`src/rtl/game_pkg.sv`:
```
// Shared definitions for the arcade board: sequencer state encoding and
// playfield geometry used by the update managers.
package game_pkg;

  typedef enum logic [2:0] {
    IDLE      = 3'd0,
    WAIT_TICK = 3'd1,
    COLLIDE   = 3'd2,
    MOVE      = 3'd3,
    VIEW      = 3'd4,
    BLOCKS    = 3'd5,
    RENDER    = 3'd6,
    OVER      = 3'd7
  } state_t;

  localparam int SCR_W     = 400;
  localparam int SCR_H     = 700;
  localparam int BLK_W     = 80;
  localparam int BLK_H     = 15;
  localparam int MAX_JMP_H = 200;

  function automatic logic block_fits(input logic [31:0] x);
    return x <= 32'(SCR_W - BLK_W);
  endfunction

  function automatic logic reachable(input logic [31:0] dy);
    return dy <= 32'(MAX_JMP_H - BLK_H);
  endfunction

endpackage

```
`src/rtl/tick_divider.sv`:
```
// Physics tick prescaler: counts clk cycles, holds while paused in WAIT_TICK,
// keeps one pending tick and flags any tick that had to be dropped.
module tick_divider #(
  parameter int TICK_DIV = 100
) (
  input  logic clk,
  input  logic reset,
  input  logic run,
  input  logic hold,
  input  logic clear,
  input  logic take,
  output logic tick_pending,
  output logic overrun
);

  localparam int CW = (TICK_DIV > 2) ? $clog2(TICK_DIV) : 1;
  localparam logic [CW-1:0] LAST = CW'(TICK_DIV - 1);

  logic [CW-1:0] count;
  logic          tick;

  assign tick = run && !hold && (count == LAST);

  // A tick landing on the same cycle the pending one is consumed is kept, not lost.
  always_ff @(posedge clk or negedge reset) begin
    if (!reset) begin
      count        <= '0;
      tick_pending <= 1'b0;
      overrun      <= 1'b0;
    end else if (clear) begin
      count        <= '0;
      tick_pending <= 1'b0;
      overrun      <= 1'b0;
    end else begin
      if (run && !hold) count <= (count == LAST) ? '0 : count + 1'b1;
      tick_pending <= (tick_pending && !take) || tick;
      if (tick && tick_pending && !take) overrun <= 1'b1;
    end
  end

endmodule

```
`src/rtl/game_sequencer.sv`:
```
// Frame controller: on each physics tick walks the update units through a
// req/done handshake, with per-stage timeout and a fall check after VIEW.
module game_sequencer
  import game_pkg::state_t, game_pkg::IDLE, game_pkg::WAIT_TICK, game_pkg::COLLIDE,
         game_pkg::MOVE, game_pkg::VIEW, game_pkg::BLOCKS, game_pkg::RENDER, game_pkg::OVER;
#(
  parameter int TICK_DIV      = 100,
  parameter int STAGE_TIMEOUT = 255,
  parameter int SCR_H         = game_pkg::SCR_H
) (
  input  logic        clk,
  input  logic        reset,
  input  logic        start,
  input  logic        pause,
  output logic        coll_req,
  input  logic        coll_done,
  output logic        doodle_req,
  input  logic        doodle_done,
  output logic        view_req,
  input  logic        view_done,
  output logic        block_req,
  input  logic        block_done,
  output logic        render_req,
  input  logic        render_done,
  input  logic [31:0] doodle_y,
  input  logic [31:0] min_y,
  output logic [2:0]  state,
  output logic [15:0] frame_count,
  output logic        game_over,
  output logic        overrun,
  output logic        timeout_err
);

  localparam logic [15:0] TO_LAST = 16'(STAGE_TIMEOUT - 1);

  state_t      cur, nxt;
  logic [15:0] stage_cnt;
  logic        stage_active, stage_done, stage_end, stage_to;
  logic        start_go, take, fell, tick_pending;
  logic [32:0] y_ext, lo_ext, hi_ext;

  assign state        = cur;
  assign stage_active = (cur == COLLIDE) || (cur == MOVE) || (cur == VIEW) ||
                        (cur == BLOCKS) || (cur == RENDER);
  assign start_go     = start && ((cur == IDLE) || (cur == OVER));
  assign take         = (cur == WAIT_TICK) && tick_pending && !pause;
  assign stage_end    = stage_active && (stage_done || (stage_cnt == TO_LAST));
  assign stage_to     = stage_active && !stage_done && (stage_cnt == TO_LAST);

  // 33-bit compare so a view bottom near the top of the range cannot wrap the upper limit.
  assign y_ext  = {1'b0, doodle_y};
  assign lo_ext = {1'b0, min_y};
  assign hi_ext = lo_ext + 33'(SCR_H);
  assign fell   = (y_ext < lo_ext) || (y_ext > hi_ext);

  always_comb begin
    stage_done = 1'b0;
    case (cur)
      COLLIDE: stage_done = coll_done;
      MOVE:    stage_done = doodle_done;
      VIEW:    stage_done = view_done;
      BLOCKS:  stage_done = block_done;
      RENDER:  stage_done = render_done;
      default: stage_done = 1'b0;
    endcase
  end

  always_comb begin
    nxt = cur;
    case (cur)
      IDLE, OVER: if (start)     nxt = WAIT_TICK;
      WAIT_TICK:  if (take)      nxt = COLLIDE;
      COLLIDE:    if (stage_end) nxt = MOVE;
      MOVE:       if (stage_end) nxt = VIEW;
      VIEW:       if (stage_end) nxt = fell ? OVER : BLOCKS;
      BLOCKS:     if (stage_end) nxt = RENDER;
      RENDER:     if (stage_end) nxt = WAIT_TICK;
      default:                   nxt = IDLE;
    endcase
  end

  // Request lines are registered from the next state so each one is high exactly while its stage is current.
  always_ff @(posedge clk or negedge reset) begin
    if (!reset) begin
      cur         <= IDLE;
      stage_cnt   <= '0;
      frame_count <= '0;
      timeout_err <= 1'b0;
      game_over   <= 1'b0;
      coll_req    <= 1'b0;
      doodle_req  <= 1'b0;
      view_req    <= 1'b0;
      block_req   <= 1'b0;
      render_req  <= 1'b0;
    end else begin
      cur        <= nxt;
      coll_req   <= (nxt == COLLIDE);
      doodle_req <= (nxt == MOVE);
      view_req   <= (nxt == VIEW);
      block_req  <= (nxt == BLOCKS);
      render_req <= (nxt == RENDER);
      game_over  <= (nxt == OVER);

      if (nxt != cur)        stage_cnt <= '0;
      else if (stage_active) stage_cnt <= stage_cnt + 16'd1;

      if (start_go) begin
        frame_count <= '0;
        timeout_err <= 1'b0;
      end else begin
        if (stage_to) timeout_err <= 1'b1;
        if ((cur == RENDER) && stage_end) frame_count <= frame_count + 16'd1;
      end
    end
  end

  tick_divider #(
    .TICK_DIV(TICK_DIV)
  ) u_tick (
    .clk         (clk),
    .reset       (reset),
    .run         ((cur != IDLE) && (cur != OVER)),
    .hold        (pause && (cur == WAIT_TICK)),
    .clear       (start_go),
    .take        (take),
    .tick_pending(tick_pending),
    .overrun     (overrun)
  );

endmodule

```
`config.mk`:
```
export PLATFORM = sky130hd
export DESIGN_NAME = game_sequencer
export DESIGN_NICKNAME = d
export VERILOG_FILES = /design/src/rtl/game_pkg.sv /design/src/rtl/tick_divider.sv /design/src/rtl/game_sequencer.sv
export SDC_FILE = /design/constraint.sdc
export NUM_CORES = 1
export LEC_CHECK = 0
export ABC_AREA = 1
export CAP_MARGIN = 10
export CORE_MARGIN = 1.5
export CORE_UTILIZATION = 55
export DETAILED_ROUTE_END_ITERATION = 7
export DONT_BUFFER_PORTS = 1
export PLACE_DENSITY = 0.7
export SYNTH_ARGS = -nofsm -noshare
export SYNTH_HDL_FRONTEND = slang
export SYNTH_SLANG_ARGS = --single-unit
```
`constraint.sdc`:
```
create_clock -name clk -period 2.6 [get_ports clk]
set_input_delay 0.26 -clock clk [delete_from_list [all_inputs] [get_ports clk]]
set_output_delay 0.26 -clock clk [all_outputs]
set_load 0.01 [all_outputs]
```
==> results_dict.tcl <==
set metrics [dict create \
    outcome "finished, violations left" \
    violations "setup timing" \
    grt_pass1_vias 4398 \
    min_from "start" \
    final_area_um2 5630 \
    start_util 0.568 \
    power.density_nw_per_um2 553 \
    clock_skew_ns 0.00583 \
    ys_seq_elements 51 \
    rr_endpoint "stage_cnt[3]" \
    ff_latch_area_um2 1280 \
    holdPathStages 3 \
    ys_warn_count 0 \
    syn_avg_cell_area_um2 7.39 \
    place.gp.congestion 0.922 \
    drt-pass1-iter-count 5 \
    final_min_period_over_clock_period 1.01 \
    cts_buffer_depth 2 \
    h-tree-depth 2 \
    die_w_um 97.6 \
    synth_cell_types 41 \
    clk_pin_slew_ns 0.09 \
    syn_area_um2 4930 \
    worst_slew_pin_slew_ns 0.458 \
    final_hold_viol_count 0 \
    root_buffer "clkbuf_8" \
    drv_slew 0 \
    drt_iter0_drc 140 \
    crit_fanout 3 \
    use_met1 0.316 \
    swShare 0.480 \
    diodes 0 \
    grt_max_degree 52 \
    place_area_um2 5370 \
    synthToLayoutAreaGrowth_pct 14.3 \
    dp_hpwl_mm 9.45 \
    power.net_switching_mw 1.49 \
    r2r_start "state[2]" \
    wl_mm 11.6 \
    grt_use_met3 0.0554 \
    crit_path_end_kind "register" \
    reg2reg_setup_slack_ns 0.13 \
    grt_overflow 0 \
    grtUsageTotal 0.248 \
    remaining_drc_errors 0 \
    insertion_delay_ns 0.30 \
    grt_first_pass_wirelength_mm 19.8 \
    worst_slack_ns -0.0278 \
    power_frac_comb 0.518 \
    cts_tree "yes" \
    pwr-share-seq 0.336 \
    rsz0062_at_grt "yes" \
    hp-class "in2reg" \
    ys_seq_area_frac 0.259 \
    core_um2 8680 \
    fp-row-count 34 \
    period_needed_ns 2.63 \
    async_flop_share 1.00 \
    drive_above_1_share 0.169 \
    antenna_found_initial 0 \
    peakVddDrop_v 0.000546 \
    crit_required_ns 2.80 \
    use_met2 0.436 \
    setup_viol 3 \
    fmax_mhz 381 \
    synth_fp_nets 807 \
    power_frac_clock 0.147 \
    ios 100 \
    slew_headroom 0.695 \
    arrival_ns 2.83 \
    syn_inst 667 \
    leakage_nw 2.80 \
    io_buffer_count 0 \
    postRouteAntennaNets 0 \
    cts_num_sinks 51 \
    cts_buffers 5 \
    whs_ns 0.245 \
    nNetsFinal 855 \
    path_class "in2reg" \
    synth_edf_count 0 \
    crit_path_start_kind "input port" \
    reg2reg_depth 15 \
    synth_top_flop_cell "dfrtp_1" \
    vias_per_cell 5.44 \
    multi_input_area_um2 3380 \
    intPower_mw 1.62 \
    instances_no_fill 824 \
    dieArea_um2 9530 \
    nFillCells 801 \
    dp_cells 808 \
    tns_ns -0.0567 \
    hold_end "coll_req" \
    vias 4483 \
    drv_cap 0 \
    wl_per_cell_um 14.1 \
    top_usage_layer "met2" \
    die_y_um 97.6 \
    post-place-ws_ns -0.581 \
]
stage by stage:
stage	power (mW)	util
2_1_floorplan	2.31	-
3_3_place_gp	2.53	0.618
3_5_place_dp	2.57	0.618
4_1_cts	3.08	0.642
5_1_grt	3.38	0.649
6_report	3.11	0.649
cell usage after synthesis (5+ instances only):
library cell | number | area share
ha_1 | 67 | 0.17
o21ai_0 | 21 | 0.021
nor3_1 | 19 | 0.019
nand2_1 | 128 | 0.098
xor2_1 | 42 | 0.075
nor2_1 | 73 | 0.056
nand4_1 | 15 | 0.019
nor4_1 | 7 | 0.0089
nor2_4 | 12 | 0.027
inv_1 | 90 | 0.069
a21oi_1 | 42 | 0.043
nand3_1 | 34 | 0.035
o21ai_1 | 5 | 0.0051
inv_2 | 8 | 0.0061
xnor2_1 | 5 | 0.0089
dfrtp_1 | 51 | 0.26
final cells by class:
type,instances,area share
Sequential cell,51,0.227
Clock buffer,5,0.0122
Tap cell,108,0.0240
Inverter,98,0.0689
Timing Repair Buffer,45,0.0640
Multi-Input combinational cell,514,0.601
Clock inverter,3,0.00333
state kept, by name, indices dropped and copies added (netlist names):
signal,cells
u_tick.count,7
game_over,1
state,3
coll_req,1
doodle_req,1
frame_count,16
view_req,1
block_req,1
render_req,1
stage_cnt,16
timeout_err,1
u_tick.overrun,1
u_tick.tick_pending,1
power groups by stage:
stage	Combinational, mW	Sequential, mW	Clock, mW
finish	1.61	1.04	0.456
global route	1.82	1.06	0.504
CTS	1.57	1.04	0.468
detailed placement	1.51	1.06	0
global placement	1.47	1.06	0
floorplan	1.29	1.03	0
what timing repair did:
item / in CTS / in global routing
gates resized for setup: 12 / 12
hold endpoints to repair: 51 / 0
pin swaps: 24 / 8
hold buffers: 2 / 0
setup buffers: 5 / 2
endpoints found under the setup margin: 6 / 22
worst max path at each step:
stage / start / endpoint / cells past startpoint
after global routing: min_y[3] / block_req / 25
after global placement: min_y[3] / block_req / 24
after floorplan: min_y[3] / block_req / 24
after CTS: min_y[3] / view_req / 27
after detailed placement: min_y[3] / view_req / 24
final: min_y[3] / block_req / 28
metal layers:
layer,vias up,part of all wire
li1,2295,-
met1,2068,0.44
met2,108,0.49
met3,12,0.060
met4,0,0.012
met5,-,0
critical path, cell delays in order:
cell,delay (ns)
inv_12,0.01
ha_4,0.15
nand3_4,0.06
a21oi_4,0.06
o21ai_2,0.15
nand3_2,0.14
nor2_4,0.11
nand3_2,0.09
buf_4,0.15
xor2_1,0.14
ha_1,0.29
nand2_1,0.08
nor2_2,0.10
nand2_1,0.08
nor2_1,0.11
nor2_1,0.05
nand2_1,0.07
nand2_1,0.05
nand2_1,0.07
nand2_1,0.05
nand2_1,0.06
nand2_1,0.05
nand3_1,0.06
nand2_1,0.06
nand2_2,0.11
nand2_2,0.07
nand2_2,0.08
nor2_1,0.05
cells in the final DEF (no fill, tap or decap), types with 5 or more instances in the layout:
| cell | count |
|---|---|
| a21oi_1 | 39 |
| buf_4 | 43 |
| clkbuf_8 | 5 |
| dfrtp_1 | 51 |
| ha_1 | 66 |
| inv_1 | 87 |
| inv_2 | 9 |
| nand2_1 | 124 |
| nand2_2 | 8 |
| nand3_1 | 29 |
| nand3_2 | 6 |
| nand4_1 | 15 |
| nor2_1 | 65 |
| nor2_2 | 10 |
| nor2_4 | 13 |
| nor3_1 | 15 |
| nor4_1 | 6 |
| o21ai_0 | 20 |
| o21ai_1 | 5 |
| xnor2_1 | 5 |
| xor2_1 | 42 |
cell families (layout without fill, tap and decap cells):
| group | after synthesis | count (layout) | share of synthesized area |
|---|---|---|---|
| XOR/XNOR | 47 | 47 | 0.0836 |
| buffers and inverters | 102 | 151 | 0.0813 |
| AND/OR/NAND/NOR | 308 | 308 | 0.298 |
| adder cells (fa/ha/maj) | 67 | 67 | 0.170 |
| AO/OA/AOI/OAI | 92 | 92 | 0.108 |
| flip-flops | 51 | 51 | 0.259 |
No activity file was read; power rests on OpenSTA's default activity.
